### config.mk
export PLATFORM = sky130hd
export DESIGN_NAME = cnnip_loader
export DESIGN_NICKNAME = d
export VERILOG_FILES = /design/src/rtl/cnnip_pkg.sv /design/src/rtl/cnnip_loader.sv
export SDC_FILE = /design/constraint.sdc
export NUM_CORES = 1
export LEC_CHECK = 0
export CAP_MARGIN = 20
export CORE_MARGIN = 4
export CORE_UTILIZATION = 50
export DETAILED_ROUTE_END_ITERATION = 10
export GPL_TIMING_DRIVEN = 0
export PLACE_DENSITY = 0.81
export SYNTH_ARGS = -nofsm -noshare
export SYNTH_HDL_FRONTEND = slang
export SYNTH_SLANG_ARGS = --single-unit
export TNS_END_PERCENT = 50
### constraint.sdc
create_clock -name clk_a -period 3.7 [get_ports clk_a]
set_clock_uncertainty 0.15 [all_clocks]
set_input_delay 0.555 -clock clk_a [delete_from_list [all_inputs] [get_ports clk_a]]
set_output_delay 0.555 -clock clk_a [all_outputs]
set_load 0.01 [all_outputs]
### src/rtl/cnnip_pkg.sv
`default_nettype none
// ============================================================================
//  Module   : cnnip_pkg
//  Purpose  : Shared types and width defaults for the CNN IP blocks.
//  Revision : 1.0 - initial release
// ============================================================================
package cnnip_pkg;

    localparam int DEF_ADDR_W = 16;
    localparam int DEF_DATA_W = 32;
    localparam int DEF_LEN_W  = 16;

    localparam logic MEM_SEL_INPUT  = 1'b0;
    localparam logic MEM_SEL_WEIGHT = 1'b1;

    typedef enum logic [1:0] {
        IDLE  = 2'd0,
        LOAD  = 2'd1,
        DRAIN = 2'd2,
        DONE  = 2'd3
    } loader_state_e;

endpackage
`default_nettype wire

### src/rtl/cnnip_loader.sv
`default_nettype none
// ============================================================================
//  Module   : cnnip_loader
//  Purpose  : Streams host words into the input or weight memory at
//             consecutive addresses and reports completion / length errors.
//  Revision : 1.0 - initial release
// ============================================================================
module cnnip_loader
    import cnnip_pkg::*;
#(
    parameter int ADDR_W = DEF_ADDR_W,
    parameter int DATA_W = DEF_DATA_W,
    parameter int LEN_W  = DEF_LEN_W
) (
    input  logic                clk_a,
    input  logic                arstz_aq,
    input  logic                LOAD_START,
    input  logic                LOAD_SEL,
    input  logic [ADDR_W-1:0]   LOAD_BASE,
    input  logic [LEN_W-1:0]    LOAD_LEN,
    input  logic                s_valid,
    input  logic [DATA_W-1:0]   s_data,
    input  logic                s_last,
    output logic                s_ready,
    output logic                to_input_mem_en,
    output logic [DATA_W/8-1:0] to_input_mem_we,
    output logic [ADDR_W-1:0]   to_input_mem_addr,
    output logic [DATA_W-1:0]   to_input_mem_din,
    output logic                to_weight_mem_en,
    output logic [DATA_W/8-1:0] to_weight_mem_we,
    output logic [ADDR_W-1:0]   to_weight_mem_addr,
    output logic [DATA_W-1:0]   to_weight_mem_din,
    output logic                LOAD_BUSY,
    output logic                LOAD_DONE,
    output logic                LOAD_ERR
);

    loader_state_e       r_state;
    loader_state_e       w_next_state;

    logic                r_sel;
    logic [ADDR_W-1:0]   r_base;
    logic [LEN_W-1:0]    r_len;
    logic [LEN_W-1:0]    r_cnt;
    logic                r_err;

    logic                r_in_en;
    logic [DATA_W/8-1:0] r_in_we;
    logic [ADDR_W-1:0]   r_in_addr;
    logic [DATA_W-1:0]   r_in_din;
    logic                r_wt_en;
    logic [DATA_W/8-1:0] r_wt_we;
    logic [ADDR_W-1:0]   r_wt_addr;
    logic [DATA_W-1:0]   r_wt_din;

    logic                w_accept;
    logic                w_final;
    logic                w_len_err;
    logic [ADDR_W-1:0]   w_addr;

    assign s_ready   = (r_state == LOAD);
    assign w_accept  = s_valid && s_ready;
    assign w_final   = (r_cnt == (r_len - LEN_W'(1)));
    // Early s_last or a missing s_last on the final beat both flag an error.
    assign w_len_err = s_last ^ w_final;
    assign w_addr    = r_base + ADDR_W'(r_cnt);

    always_ff @(posedge clk_a) begin
        if (!arstz_aq) begin
            r_state <= IDLE;
        end else begin
            r_state <= w_next_state;
        end
    end

    always_comb begin
        w_next_state = r_state;
        case (r_state)
            IDLE: begin
                if (LOAD_START) begin
                    w_next_state = (LOAD_LEN == '0) ? DRAIN : LOAD;
                end
            end
            LOAD: begin
                if (w_accept && (w_final || s_last)) begin
                    w_next_state = DRAIN;
                end
            end
            DRAIN:   w_next_state = DONE;
            DONE:    w_next_state = IDLE;
            default: w_next_state = IDLE;
        endcase
    end

    always_ff @(posedge clk_a) begin
        if (!arstz_aq) begin
            r_sel     <= MEM_SEL_INPUT;
            r_base    <= '0;
            r_len     <= '0;
            r_cnt     <= '0;
            r_err     <= 1'b0;
            r_in_en   <= 1'b0;
            r_in_we   <= '0;
            r_in_addr <= '0;
            r_in_din  <= '0;
            r_wt_en   <= 1'b0;
            r_wt_we   <= '0;
            r_wt_addr <= '0;
            r_wt_din  <= '0;
        end else begin
            r_in_en <= 1'b0;
            r_in_we <= '0;
            r_wt_en <= 1'b0;
            r_wt_we <= '0;
            if ((r_state == IDLE) && LOAD_START) begin
                r_sel  <= LOAD_SEL;
                r_base <= LOAD_BASE;
                r_len  <= LOAD_LEN;
                r_cnt  <= '0;
                r_err  <= 1'b0;
            end
            if (w_accept) begin
                r_cnt <= r_cnt + LEN_W'(1);
                if (w_len_err) begin
                    r_err <= 1'b1;
                end
                if (r_sel == MEM_SEL_WEIGHT) begin
                    r_wt_en   <= 1'b1;
                    r_wt_we   <= '1;
                    r_wt_addr <= w_addr;
                    r_wt_din  <= s_data;
                end else begin
                    r_in_en   <= 1'b1;
                    r_in_we   <= '1;
                    r_in_addr <= w_addr;
                    r_in_din  <= s_data;
                end
            end
        end
    end

    assign to_input_mem_en    = r_in_en;
    assign to_input_mem_we    = r_in_we;
    assign to_input_mem_addr  = r_in_addr;
    assign to_input_mem_din   = r_in_din;
    assign to_weight_mem_en   = r_wt_en;
    assign to_weight_mem_we   = r_wt_we;
    assign to_weight_mem_addr = r_wt_addr;
    assign to_weight_mem_din  = r_wt_din;

    assign LOAD_BUSY = (r_state == LOAD) || (r_state == DRAIN);
    assign LOAD_DONE = (r_state == DONE);
    assign LOAD_ERR  = (r_state == DONE) && r_err;

endmodule
`default_nettype wire

Yosys cells after proc, flatten, opt, wreduce, memory -nomap -nowiden
Cells that the tools add are included.

Add/sub/neg operators: 3. Multiplexer cells: 13. Bitwise gates (word level): 2. Reduce and logical (&&, ||, !) cells: 13. Equal/unequal tests: 6.

Operators by type and width (number): $mux 16 (2); $add 16x1->16 const B (1); $add 16x16->16 (1); $eq 16x16->1 (1); $logic_not 16->1 (1); $sub 16x1->16 const B (1); $mux 4 (2); $pmux 2 s4 (1); $reduce_and 2->1 (4); $mux 2 (3); $mux 1 (5); $eq 2x2->1 const B (2); $logic_and 1x1->1 (4); $eq 2x1->1 const B (1); $logic_not 2->1 (1); $logic_or 1x1->1 (2); $ne 2x1->1 const B (1); $ne 2x2->1 const B (1); $reduce_bool 2->1 (1); $not 1->1 (1); $xor 1x1->1 (1).

Flip-flop bits (word level): 158. Output and inout bits: 110. Input bits: 70. Logic and storage cells: 51.

Longest topological paths before layout
Depth in word-level cells: 6. Mapped depth: 13. Mapped depth without buffers: 13.

Worst setup path before layout
OpenSTA, ideal clock, no wires.

Path kind: reg-to-reg. Start point: register r_len[0]. End point: register r_state[0]. Cell stages (with the launch flop): 14. Data arrival time: 2709 ps. Buffers on the path: 0. Clock period less this slack: 2974 ps. Setup time: 115 ps. Data required time: 3435 ps. Setup slack: 726 ps. Cell sequence: dfxtp_1 inv_1 ha_1 or3b_2 o21ai_2 a21oi_1 a31o_1 a2111oi_2 nand4_1 ha_1 nand2b_1 a21oi_1 nor2_1 o21a_1.

Longest elaborated chain between the ends: 6.

Ends and longest elaborated chain: from (decl) (line cnnip_loader.sv:43) `logic [LEN_W-1:0] r_len;`; from (signal assigned) (line cnnip_loader.sv:99) `r_len <= '0;`; from (signal assigned) (line cnnip_loader.sv:118) `r_len <= LOAD_LEN;`; $sub 16x1->16 (line cnnip_loader.sv:63) `assign w_final = (r_cnt == (r_len - LEN_W'(1)));`; $eq 16x16->1 (line cnnip_loader.sv:63); $logic_or 1x1->1 (line cnnip_loader.sv:85) `if (w_accept && (w_final || s_last)) begin`; $logic_and 1x1->1 (line cnnip_loader.sv:85); $ne 2x1->1 (no source line); $reduce_and 2->1 (no source line); to (signal assigned) (line cnnip_loader.sv:72) `r_state <= w_next_state;`; to (decl) (line cnnip_loader.sv:38) `loader_state_e r_state;`.

No other way between the ends. A chain may end at the register's enable or synchronous reset.

Worst setup path in the final report
Ends and elaborated chain as after synthesis.

==> flow_summary.json <==
{
  "status": "complete, no violations",
  "hold_path_class": "reg2reg",
  "post_cts_buffers": 0,
  "worstPathCellList": "inv_1 -> ha_1 -> or3b_2 -> o21ai_2 -> a21oi_1 -> a31o_1 -> a2111oi_2 -> nand4_1 -> ha_1 -> nand2b_1 -> a21oi_1 -> nor2_1 -> o21a_1",
  "max_slew_margin": 0.455,
  "crit_family": "compound AO/OA/AOI/OAI gates",
  "fp.dieW_um": 128,
  "timing.final.crit_share": 0.918,
  "p_switching_mw": 1.58,
  "fin_tns_setup_ns": 0,
  "area_growth_pct": 36.1,
  "grtUsageTotal": 0.259,
  "arrival_ns": 3.56,
  "cts-root-buf": "clkbuf_16",
  "max-vdd-ir-drop_mv": 0.380,
  "p_seq_frac": 0.372,
  "postRouteAntennaNets": 0,
  "drv_cap": 0,
  "start_util": 0.516,
  "dp_hpwl_um": 16200,
  "fmax_mhz": 294,
  "power_frac_clock": 0.350,
  "end_kind": "flop",
  "cp.required_ns": 3.86,
  "p_comb_frac": 0.277,
  "core_area_um2": 14000,
  "synth_warnings": 0,
  "fp-row-count": 43,
  "cts.path.max_buffers": 2,
  "multi_input_area_um2": 3900,
  "clkLatencyLatePin_ns": 0.42,
  "p_sw_frac": 0.312,
  "worstMarginPinSlew_ns": 0.814,
  "critPathSlowestCell": "or3b_2",
  "cts_tree": "yes",
  "grt_pass1_vias": 6701,
  "ys_ff_latch": 150,
  "synthFlopType": "dfxtp_1",
  "syn_nets": 980,
  "start_kind": "flop",
  "synth-edff-count": 0,
  "io_pins": 180,
  "finalSetupViolations": 0,
  "drtIter0Drc": 473,
  "synth.distinct_cells": 58,
  "synth_area_um2": 7240,
  "syn_avg_cell_area_um2": 8.18,
  "grt_max_degree": 17,
  "finalNetCount": 1177,
  "io_buffers": 178,
  "intPower_mw": 3.48,
  "fillers": 1121,
  "power_density_nw_per_um2": 514,
  "grt_pass1_wl_um": 34000,
  "layout_min_cycle_time_ns": 3.40,
  "synth_cells": 886,
  "wl_per_cell_um": 16.7,
  "die_h_um": 128,
  "final_hold_viol_count": 0,
  "drtPass1Iterations": 7,
  "final_layout_size_suffix_gt1_frac": 0.0474,
  "regArea_um2": 3000,
  "antenna_cells": 0,
  "path_buf_inv": 1,
  "yosysSeqAreaShare": 0.415,
  "ctsResizeCount": 0,
  "dieArea_um2": 16500,
  "gp_congestion": 0.888,
  "grt_overflow_total": 0,
  "cts_buffers": 17,
  "drcViolationCount": 0,
  "p_leak_nw": 3.58,
  "synth-async-reset-ratio": 0,
  "cts.clk_slew.worst_paths_ns": 0.06,
  "htreeDepth": 4,
  "rsz0062_at_grt": "no",
  "wirelength_um": 21300,
  "drv_slew": 0,
  "final_util": 0.702,
  "ctsHoldBuffers": 0,
  "vias": 7014,
  "path_class": "reg2reg",
  "cpPeakStageDelay_ns": 0.53,
  "cts.sinks": 150,
  "critPathMaxFanout": 6,
  "vias_per_cell": 5.50,
  "grt_antenna_before_repair": 0
}
## area by class of cell
cell class / instances / area share
buffer: 64 / 0.0292
multi-input combinational: 658 / 0.396
clock inverter: 11 / 0.0151
inverter: 14 / 0.00533
tap: 180 / 0.0228
clock buffer: 21 / 0.0467
timing repair buffer: 178 / 0.181
sequential: 150 / 0.305
## tightest hold or removal path, stage by stage, from the launching register on
cell and delay (ns):
dfxtp_1 0.30, nand3_1 0.06, o21ai_1 0.05
## metrics by stage
stage	instances	setup slack (ns)	hold WS [ns]	total power, mW	instance area [um^2]
final	1276	0.303	0.311	5.07	9860
after global routing	1276	0.0502	0.321	5.33	9860
after floorplan	886	0.726	0.298	2.77	7240
after detailed placement	1244	0.356	0.304	3.30	9250
after global placement	1244	0.388	0.295	3.28	9250
after CTS	1276	0.324	0.312	5.08	9860
## cell usage in the layout, fill, tap and decap left out, types with 4 or more instances in the layout
cell	count
buf_4	8
o211a_1	5
dfxtp_1	150
nand3_1	36
o311ai_1	4
nand2b_1	8
xor2_1	9
and2_1	12
ha_1	23
nor2_1	16
and3_1	8
nor2b_1	10
xnor2_1	20
a21boi_0	110
o21ai_1	6
a31oi_1	7
clkbuf_16	17
a21o_1	7
mux2i_1	5
nand4_1	15
nor3_1	10
a21oi_1	17
o211ai_1	9
clkdlybuf4s50_1	178
o21ai_0	19
clkbuf_1	54
nand2_1	250
inv_1	14
nor4_1	4
or3_1	4
## layer usage
layer / global-route usage / vias up / share of wire
li1: - / 3437 / -
met1: 0.331 / 3298 / 0.43
met5: 0 / - / 0
met4: 0.0843 / 0 / 0.021
met3: 0.0785 / 36 / 0.083
met2: 0.420 / 243 / 0.46
## kinds of logic (layout without fill, tap and decap cells)
group / count (synthesis) / count (layout) / share of synthesized area
simple gates: 393 / 393 / 0.249
compound gates: 206 / 206 / 0.203
flops: 150 / 150 / 0.415
buf+inv: 78 / 288 / 0.0470
xor+xnor: 29 / 29 / 0.0351
fa+ha+maj: 24 / 24 / 0.0425
mux: 6 / 6 / 0.00846
## cell usage after synthesis (all sizes together) (3+ instances only)
master    n  area [um^2]
nand4    15         93.8
o21a      3         22.5
nor2b    10         62.6
clkbuf   52          195
nor4      7         62.6
o311ai    4         35.0
buf      12         92.6
a31oi     7         43.8
nand2b    8         50.1
a21boi  112          841
nor3     11         60.1
nand3    36          180
xnor2    20          175
mux2i     5         50.1
dfxtp   150         3000
o31ai     3         22.5
and3      8         50.1
or3       4         25.0
nand2   250          938
a21oi    17         85.1
or4       5         45.0
a21o      7         52.6
and2     12         75.1
o211a     5         50.1
o21ai    26          134
o211ai    9         67.6
xor2      9         78.8
ha       23          288
nor2     16         60.1
inv      14         52.6
## power by group through the flow
stage          sequential (mW)  combinational, mW  clock (mW)
2_1_floorplan             1.92              0.849           0
4_1_cts                   1.88               1.40        1.79
3_5_place_dp              1.92               1.39           0
5_1_grt                   1.90               1.55        1.87
3_3_place_gp              1.91               1.37           0
6_report                  1.89               1.41        1.77
## worst paths after layout
kind                          start                      to  slack (ns)  cells past startpoint
max                        r_len[0]              r_state[0]        0.30                     13
min          to_weight_mem_addr[10]  to_weight_mem_addr[10]        0.31                      2
max reg2reg                r_len[0]              r_state[0]        0.30                     13
min reg2reg  to_weight_mem_addr[10]  to_weight_mem_addr[10]        0.31                      2
## state kept, by name, indices dropped and copies added (netlist names)
signal              count
r_len                  16
r_err                   1
r_cnt                  16
to_input_mem_we         1
to_weight_mem_we        1
to_weight_mem_din      32
r_state                 2
to_input_mem_addr      16
r_base                 16
to_input_mem_din       32
to_weight_mem_addr     16
r_sel                   1
No activity file was read; power rests on OpenSTA's default activity.
